File: src/rtl/i2c_slave_rx_sequencer_if.sv
// Signal bundle between the I2C slave receive sequencer and its bus-condition detector, bit engines and host.
// The slave modport is the sequencer's view; master is the view of the surrounding logic.
interface i2c_slave_rx_sequencer_if;
  logic       start_det;
  logic       stop_det;
  logic       byte_read_en;
  logic [7:0] byte_read_i;
  logic       byte_read_finish_i;
  logic       byte_read_err_i;
  logic       ack_write_en;
  logic       ack_value;
  logic       ack_write_finish_i;
  logic       ack_write_err_i;
  logic [7:0] rx_data;
  logic       rx_valid;
  logic       rx_ready;
  logic       addr_match;
  logic       tx_req;
  logic       busy;
  logic [7:0] rx_count;
  logic       overrun;
  logic       err;

  modport slave (
    input  start_det, stop_det,
    input  byte_read_i, byte_read_finish_i, byte_read_err_i,
    input  ack_write_finish_i, ack_write_err_i,
    input  rx_ready,
    output byte_read_en, ack_write_en, ack_value,
    output rx_data, rx_valid,
    output addr_match, tx_req, busy, rx_count, overrun, err
  );

  modport master (
    output start_det, stop_det,
    output byte_read_i, byte_read_finish_i, byte_read_err_i,
    output ack_write_finish_i, ack_write_err_i,
    output rx_ready,
    input  byte_read_en, ack_write_en, ack_value,
    input  rx_data, rx_valid,
    input  addr_match, tx_req, busy, rx_count, overrun, err
  );
endinterface

File: src/rtl/i2c_slave_rx_sequencer.sv
// I2C slave write-path sequencer: address, ACK, data/ACK loop into a one-entry rx buffer.
// All outputs registered (1 cycle after the event); a full buffer NACKs the incoming byte.
module i2c_slave_rx_sequencer #(
  parameter logic [6:0] SLAVE_ADDR = 7'h50
) (
  input  logic                          clk,
  input  logic                          rst_n,
  i2c_slave_rx_sequencer_if.slave       bus
);

  typedef enum logic [2:0] {
    IDLE,
    ADDR,
    ADDR_ACK,
    DATA,
    DATA_ACK,
    HANDOFF,
    WAIT_STOP
  } state_t;

  state_t     state_q, state_d;
  logic       byte_read_en_q;
  logic       ack_write_en_q;
  logic       ack_value_q, ack_value_d;
  logic [7:0] rx_data_q;
  logic       rx_valid_q;
  logic       addr_match_q, addr_match_d;
  logic       tx_req_q, tx_req_d;
  logic       busy_q;
  logic [7:0] rx_count_q, rx_count_d;
  logic       overrun_q, overrun_d;
  logic       err_q, err_d;
  logic       load;
  logic       accept;
  logic       buf_free;
  logic       engine_err;

  assign accept   = rx_valid_q && bus.rx_ready;
  assign buf_free = !rx_valid_q || bus.rx_ready;

  assign engine_err = (bus.byte_read_err_i && (state_q == ADDR || state_q == DATA)) ||
                      (bus.ack_write_err_i && (state_q == ADDR_ACK || state_q == DATA_ACK));

  // Bus conditions outrank engine errors, which outrank normal sequencing.
  always_comb begin
    state_d      = state_q;
    ack_value_d  = ack_value_q;
    addr_match_d = addr_match_q;
    rx_count_d   = rx_count_q;
    tx_req_d     = 1'b0;
    overrun_d    = 1'b0;
    err_d        = 1'b0;
    load         = 1'b0;

    if (bus.stop_det) begin
      state_d      = IDLE;
      addr_match_d = 1'b0;
    end else if (bus.start_det) begin
      state_d      = ADDR;
      addr_match_d = 1'b0;
      rx_count_d   = 8'd0;
    end else if (engine_err) begin
      state_d = WAIT_STOP;
      err_d   = 1'b1;
    end else begin
      case (state_q)
        ADDR: begin
          if (bus.byte_read_finish_i) begin
            if (bus.byte_read_i[7:1] == SLAVE_ADDR) begin
              addr_match_d = 1'b1;
              if (bus.byte_read_i[0]) begin
                tx_req_d = 1'b1;
                state_d  = HANDOFF;
              end else begin
                ack_value_d = 1'b0;
                state_d     = ADDR_ACK;
              end
            end else begin
              state_d = WAIT_STOP;
            end
          end
        end
        ADDR_ACK, DATA_ACK: begin
          if (bus.ack_write_finish_i) begin
            state_d = ack_value_q ? WAIT_STOP : DATA;
          end
        end
        DATA: begin
          if (bus.byte_read_finish_i) begin
            state_d = DATA_ACK;
            if (buf_free) begin
              load        = 1'b1;
              ack_value_d = 1'b0;
              rx_count_d  = rx_count_q + 8'd1;
            end else begin
              ack_value_d = 1'b1;
              overrun_d   = 1'b1;
            end
          end
        end
        default: begin
          state_d = state_q;
        end
      endcase
    end

    // Outside an ACK slot the line is released.
    if (state_d != ADDR_ACK && state_d != DATA_ACK) begin
      ack_value_d = 1'b1;
    end
  end

  always_ff @(posedge clk or negedge rst_n) begin
    if (!rst_n) begin
      state_q        <= IDLE;
      byte_read_en_q <= 1'b0;
      ack_write_en_q <= 1'b0;
      ack_value_q    <= 1'b1;
      addr_match_q   <= 1'b0;
      tx_req_q       <= 1'b0;
      busy_q         <= 1'b0;
      rx_count_q     <= 8'd0;
      overrun_q      <= 1'b0;
      err_q          <= 1'b0;
    end else begin
      state_q        <= state_d;
      byte_read_en_q <= (state_d == ADDR) || (state_d == DATA);
      ack_write_en_q <= (state_d == ADDR_ACK) || (state_d == DATA_ACK);
      ack_value_q    <= ack_value_d;
      addr_match_q   <= addr_match_d;
      tx_req_q       <= tx_req_d;
      busy_q         <= (state_d != IDLE);
      rx_count_q     <= rx_count_d;
      overrun_q      <= overrun_d;
      err_q          <= err_d;
    end
  end

  // The rx buffer runs on its own so the host can drain it after STOP/START.
  always_ff @(posedge clk or negedge rst_n) begin
    if (!rst_n) begin
      rx_data_q  <= 8'h00;
      rx_valid_q <= 1'b0;
    end else begin
      if (load) begin
        rx_data_q  <= bus.byte_read_i;
        rx_valid_q <= 1'b1;
      end else if (accept) begin
        rx_valid_q <= 1'b0;
      end
    end
  end

  assign bus.byte_read_en = byte_read_en_q;
  assign bus.ack_write_en = ack_write_en_q;
  assign bus.ack_value    = ack_value_q;
  assign bus.rx_data      = rx_data_q;
  assign bus.rx_valid     = rx_valid_q;
  assign bus.addr_match   = addr_match_q;
  assign bus.tx_req       = tx_req_q;
  assign bus.busy         = busy_q;
  assign bus.rx_count     = rx_count_q;
  assign bus.overrun      = overrun_q;
  assign bus.err          = err_q;

endmodule

File: src/flat_wrapper.sv
// flat-port wrapper written by rule: the top's interface ports become plain ports
module i2c_slave_rx_sequencer_flat 
#(
  parameter logic [6:0] SLAVE_ADDR = 7'h50
)
  (clk, rst_n, bus_start_det, bus_stop_det, bus_byte_read_i, bus_byte_read_finish_i, bus_byte_read_err_i, bus_ack_write_finish_i, bus_ack_write_err_i, bus_rx_ready, bus_byte_read_en, bus_ack_write_en, bus_ack_value, bus_rx_data, bus_rx_valid, bus_addr_match, bus_tx_req, bus_busy, bus_rx_count, bus_overrun, bus_err);
  i2c_slave_rx_sequencer_if bus_i ();
  input  logic clk;
  input  logic rst_n;
  input wire logic [$bits(bus_i.start_det)-1:0] bus_start_det;
  input wire logic [$bits(bus_i.stop_det)-1:0] bus_stop_det;
  input wire logic [$bits(bus_i.byte_read_i)-1:0] bus_byte_read_i;
  input wire logic [$bits(bus_i.byte_read_finish_i)-1:0] bus_byte_read_finish_i;
  input wire logic [$bits(bus_i.byte_read_err_i)-1:0] bus_byte_read_err_i;
  input wire logic [$bits(bus_i.ack_write_finish_i)-1:0] bus_ack_write_finish_i;
  input wire logic [$bits(bus_i.ack_write_err_i)-1:0] bus_ack_write_err_i;
  input wire logic [$bits(bus_i.rx_ready)-1:0] bus_rx_ready;
  output wire logic [$bits(bus_i.byte_read_en)-1:0] bus_byte_read_en;
  output wire logic [$bits(bus_i.ack_write_en)-1:0] bus_ack_write_en;
  output wire logic [$bits(bus_i.ack_value)-1:0] bus_ack_value;
  output wire logic [$bits(bus_i.rx_data)-1:0] bus_rx_data;
  output wire logic [$bits(bus_i.rx_valid)-1:0] bus_rx_valid;
  output wire logic [$bits(bus_i.addr_match)-1:0] bus_addr_match;
  output wire logic [$bits(bus_i.tx_req)-1:0] bus_tx_req;
  output wire logic [$bits(bus_i.busy)-1:0] bus_busy;
  output wire logic [$bits(bus_i.rx_count)-1:0] bus_rx_count;
  output wire logic [$bits(bus_i.overrun)-1:0] bus_overrun;
  output wire logic [$bits(bus_i.err)-1:0] bus_err;
  assign bus_i.start_det = bus_start_det;
  assign bus_i.stop_det = bus_stop_det;
  assign bus_i.byte_read_i = bus_byte_read_i;
  assign bus_i.byte_read_finish_i = bus_byte_read_finish_i;
  assign bus_i.byte_read_err_i = bus_byte_read_err_i;
  assign bus_i.ack_write_finish_i = bus_ack_write_finish_i;
  assign bus_i.ack_write_err_i = bus_ack_write_err_i;
  assign bus_i.rx_ready = bus_rx_ready;
  assign bus_byte_read_en = bus_i.byte_read_en;
  assign bus_ack_write_en = bus_i.ack_write_en;
  assign bus_ack_value = bus_i.ack_value;
  assign bus_rx_data = bus_i.rx_data;
  assign bus_rx_valid = bus_i.rx_valid;
  assign bus_addr_match = bus_i.addr_match;
  assign bus_tx_req = bus_i.tx_req;
  assign bus_busy = bus_i.busy;
  assign bus_rx_count = bus_i.rx_count;
  assign bus_overrun = bus_i.overrun;
  assign bus_err = bus_i.err;
  i2c_slave_rx_sequencer #(.SLAVE_ADDR(SLAVE_ADDR)) u_core (.clk(clk), .rst_n(rst_n), .bus(bus_i));
endmodule
File: config.mk
export PLATFORM = sky130hd
export DESIGN_NAME = i2c_slave_rx_sequencer_flat
export DESIGN_NICKNAME = d
export VERILOG_FILES = /design/src/rtl/i2c_slave_rx_sequencer_if.sv /design/src/rtl/i2c_slave_rx_sequencer.sv /design/src/flat_wrapper.sv
export SDC_FILE = /design/constraint.sdc
export NUM_CORES = 1
export LEC_CHECK = 0
export CORE_ASPECT_RATIO = 0.5
export CORE_MARGIN = 4
export CORE_UTILIZATION = 42
export CTS_CLUSTER_DIAMETER = 40
export CTS_CLUSTER_SIZE = 25
export DETAILED_ROUTE_END_ITERATION = 8
export MAX_ROUTING_LAYER = met4
export PLACE_DENSITY = 0.85
export SETUP_SLACK_MARGIN = 0.05
export SKIP_CTS_REPAIR_TIMING = 1
export SYNTH_ARGS = -nofsm -noshare
export SYNTH_HDL_FRONTEND = slang
export SYNTH_SLANG_ARGS = --single-unit
File: constraint.sdc
create_clock -name clk -period 1.79 [get_ports clk]
set_clock_uncertainty 0.1 [all_clocks]
set_input_delay 0.358 -clock clk [delete_from_list [all_inputs] [get_ports clk]]
set_output_delay 0.358 -clock clk [all_outputs]
set_load 0.01 [all_outputs]
Yosys cells after proc, flatten, opt, wreduce, memory -nomap -nowiden
Index checks and enable logic that the tools add are counted.

storage, ports and cells
  bits in registers = 28
  input port bits = 17
  output and inout bits = 25
  logic and storage cells = 112

operators by class
  eq/ne operators = 20
  add/subtract/negate cells = 1
  reduce and logical (&&, ||, !) cells = 24
  bitwise gates (word level) = 1
  mux-type cells = 54

operators with widths
  operator               count
  $mux W8                5
  $mux W1                38
  $mux W3                9
  $ne A3 B3 Y1 const B   6
  $reduce_bool A3 Y1     5
  $eq A3 B2 Y1 const B   4
  $pmux W3 S3            1
  $add A8 B1 Y8 const B  1
  $reduce_and A8 Y1      1
  $reduce_bool A2 Y1     4
  $eq A7 B7 Y1 const B   1
  $eq A3 B1 Y1 const B   2
  $eq A3 B3 Y1 const B   2
  $logic_or A1 B1 Y1     6
  $reduce_and A5 Y1      1
  $logic_and A1 B1 Y1    4
  $ne A2 B1 Y1 const B   2
  $ne A2 B2 Y1 const B   2
  $reduce_and A4 Y1      1
  $ne A3 B2 Y1 const B   1
  $pmux W1 S2            1
  $reduce_or A2 Y1       1
  $logic_not A1 Y1       1
  $not A1 Y1             1

Logic depth before layout (Yosys ltp)
  depth in word-level cells = 11
  mapped depth = 6
  depth with buffers taken out = 5

Least setup slack after synthesis
Ideal clock, no wire load.

  kind = input port to flip-flop
  start point = input bus_start_det
  end point = register u_core.ack_value_q (netlist: u_core.bus.ack_value)
  stages = 5
  path buffers = 1
  arrival time = 1.595 ns
  data required time = 1.623 ns
  library setup time = 0.067 ns
  path slack = 0.028 ns
  cell sequence = or2_1 > buf_6 > or4b_4 > or3_1 > nand4b_1

between the ends
  cells in the longest elaborated chain, start to end = 6
  elaborated cells between the ends (all ways) = 15
  classes of those cells = 9 x eq/ne; 3 x mux; 3 x reduce/logical

ends and longest elaborated chain
  item                                                 line                           RTL
  start, declared                                      flat_wrapper.sv:10             input wire logic [$bits(bus_i.start_det)-1:0] bus_start_det;
  $mux W3                                              i2c_slave_rx_sequencer.sv:58   end else if (bus.start_det) begin
  $mux W3                                              i2c_slave_rx_sequencer.sv:55   if (bus.stop_det) begin
  $ne A3 B2 Y1 / $ne A3 B3 Y1 (equally long branches)  i2c_slave_rx_sequencer.sv:108  if (state_d != ADDR_ACK && state_d != DATA_ACK) begin
  $logic_and A1 B1 Y1                                  i2c_slave_rx_sequencer.sv:108
  $ne A3 B3 Y1 (no line) (tied with other cells)       --
  $reduce_and A8 Y1 (no line)                          --
  end signal, assigned                                 i2c_slave_rx_sequencer.sv:129  ack_value_q <= ack_value_d;
  end, declared                                        i2c_slave_rx_sequencer.sv:24   logic ack_value_q, ack_value_d;

Parallel ways exist; a longest one is shown, timed or not.
A chain may end at the register's enable or synchronous reset.

Final worst setup path
Ends and elaborated chain as after synthesis.

==> flow_summary.ini <==
[outcome]
outcome = complete, but fails checks
violations = setup timing

[power_and_ir_drop]
clkPwrFrac = 0.328
p_total_w = 0.001580
p_sw_w = 0.0004218
cellPowerDensity_nw_per_um2 = 664.1
swShare = 0.2669
power_frac_comb = 0.242
vdd_drop_max_mv = 0.3353
seq_power_share = 0.431
p_leak_nw = 1.105
intPower_w = 0.001159

[logic_synthesis]
synth.net_count = 158
syn_area_per_cell_um2 = 10.28
ys_seq_area_frac = 0.4878
netlist.area_leader.share = 0.4696
synthMostInstantiatedCell = dfrtp_1
ys_warn_count = 0
async_flop_share = 1.000
syn_inst = 140
synth-seq-cells = 28
synth_cell_types = 38
yosys-top-cells-area = dfrtp_1, mux2_2, nor2_1
synth_common_cells = dfrtp_1, nor2_1, nand2_1, a21oi_1, mux2_2
synth_edf_count = 0
synth_area_leader_cell = dfrtp_1
ys.flop_type = dfrtp_1
synth_area_um2 = 1439

[setup_path]
critPathBufInv = 1
critPathSlowestCell = or4b_4
path_delay_family = simple AND/OR/NAND/NOR gates
crit_path_cell_trace = clkdlybuf4s50_1 -> or2_1 -> or4b_4 -> or3_1 -> nand4b_1
cp.arrival_ps = 2060
critPathKind = input pin to flop
cp_max_fo = 2
crit_path_max_incr_delay_ps = 530
cp.required_ps = 1920
critPathLaunchType = input pin
end_kind = flop

[final_layout]
final_area_um2 = 2380
seqCellArea_um2 = 704.4
nNetsFinal = 229
area_growth_pct = 65.39
layout.filler_cells = 172
final_core_util = 0.7590
diodes = 0
layout-drive-gt1-share = 0.3381
multi_input_comb_area_um2 = 857.1

[routing]
via_count = 1425
ant_nets = 0
vias_per_cell = 5.700
drc = 0
wl_per_cell_um = 19.97
wl_um = 4992
detailedRoute.firstIterationViolations = 63
dr.pass1.iters = 4

[floorplanning]
placement_rows = 14
die_h_um = 49.39
io-pin-count = 42
coreArea_um2 = 3136
start_util = 0.4589
dieArea_um2 = 4483
die_w_um = 90.78

[global_routing]
grt_max_degree = 29
grtUsageMet3 = 0.03082
grt_pass1_vias = 1396
grt.total_usage = 0.1988
grt_pass1_wl_um = 6948
met1_usage = 0.2355
met2_usage = 0.3607
overflow = 0
antenna_found_initial = 0
grt_busiest_layer = met2

[clock_network]
clock-root-buffer = clkbuf_8
insertion_delay_ps = 290
path_clk_slew_ps = 100
cts_max_level = 1
cts.path.max_buffers = 2
clock-sinks = 28
cts_made_buffers = 3
cts_tree = done

[timing]
setup_viol = 7
final.min_clock_period_ps = 1924
hold_viol = 0
setup_ws_ps = -134.4
drv_slew = 0
rsz0062_at_grt = true
max_slew_margin = 0.7292
maxClockFrequency_mhz = 519.7
finalCritPeriodShare = 1.075
holdWs_ps = 246.9
worstMarginPinSlew_ps = 405.2

[hold_path]
hp-class = input pin to flop

[place]
place.gp.congestion = 0.8507
hpwl_um = 3054
place_ws_ps = -424.4
dpl-instance-area_um2 = 2039
portBuffers = 41

[run]
cap_violations = 0
[worst reg2reg max path: stages (launching register included)]
cell	delay, ps
dfrtp_1	420
buf_4	200
a21oi_1	160
o21ai_0	150
a211oi_2	240
buf_4	210
a31oi_4	90
nor2_1	170
[area by class of cell]
cell class,count,share of cell area
Multi-Input combinational cell,102,0.3601
Sequential cell,28,0.2960
Timing Repair Buffer,72,0.2865
Tap cell,40,0.02103
Clock buffer,3,0.01735
Clock inverter,1,0.01262
Inverter,4,0.006309
[cells in the final DEF, fill, tap and decap left out, types with 3 or more instances in the layout]
cell	n
clkdlybuf4s50_1	30
buf_4	28
dfrtp_1	25
nor2_1	19
nand2_1	11
dlymetal6s2s_1	11
mux2_2	8
xnor2_1	5
a21oi_1	5
a21oi_2	4
inv_1	4
nand3_1	4
nand4_1	3
o21ai_1	3
clkbuf_8	3
buf_6	3
[state kept, by name, summed over array words and instances, names as in the netlist]
| register | count |
|---|---|
| u_core.bus.overrun | 1 |
| u_core.bus.rx_valid | 1 |
| u_core.bus.err | 1 |
| u_core.bus.rx_count | 8 |
| u_core.bus.tx_req | 1 |
| u_core.bus.byte_read_en | 1 |
| u_core.bus.addr_match | 1 |
| u_core.bus.busy | 1 |
| u_core.bus.ack_write_en | 1 |
| u_core.bus.ack_value | 1 |
| u_core.bus.rx_data | 8 |
| u_core.state_q | 3 |
[final timing paths]
check | start | end | slack, ps | cells after the start
setup / recovery | bus_start_det | u_core.bus.ack_value | -130 | 5
hold / removal | bus_byte_read_i[5] | u_core.bus.rx_data[5] | 250 | 2
setup reg to reg | u_core.state_q[0] | u_core.bus.byte_read_en | -40 | 7
hold reg to reg | u_core.bus.rx_data[7] | u_core.bus.rx_data[7] | 420 | 1
max in group asynchronous | rst_n | u_core.bus.ack_value | 940 | 2
min in group asynchronous | rst_n | u_core.bus.tx_req | 340 | 2
[cell families after synthesis]
kind of cell               Yosys count  synth area share
and+or+nand+nor                     62            0.2409
DFF                                 28            0.4878
AOI/OAI and AO/OA                   23            0.1157
buffers and inverters               10           0.03304
muxes                               10           0.07739
xor gates and xnor gates             6           0.03652
adders and majority gates            1          0.008694
[power by group through the flow]
| stage | sequential, W | clock (W) | combinational [W] |
|---|---|---|---|
| after global routing | 0.000683 | 0.000542 | 0.000404 |
| after global placement | 0.000687 | 0 | 0.000274 |
| final | 0.000681 | 0.000518 | 0.000382 |
| after detailed placement | 0.000688 | 0 | 0.000284 |
| after CTS | 0.000676 | 0.000511 | 0.000290 |
| after floorplan | 0.000694 | 0 | 0.000118 |
[metal layers]
layer / part of all wire / wire [um]
met4: 0.020 / 102
met5: 0 / 0
met2: 0.52 / 2585
met3: 0.050 / 249
met1: 0.41 / 2055
[stage by stage]
step / TNS (ps) / instances
after floorplan: 0 / 140
after global placement: -5826 / 238
after detailed placement: -7059 / 238
after CTS: -992.7 / 242
after global routing: -985.8 / 250
final: -239.6 / 250
Note: power is estimated with default switching activity, not from simulation.
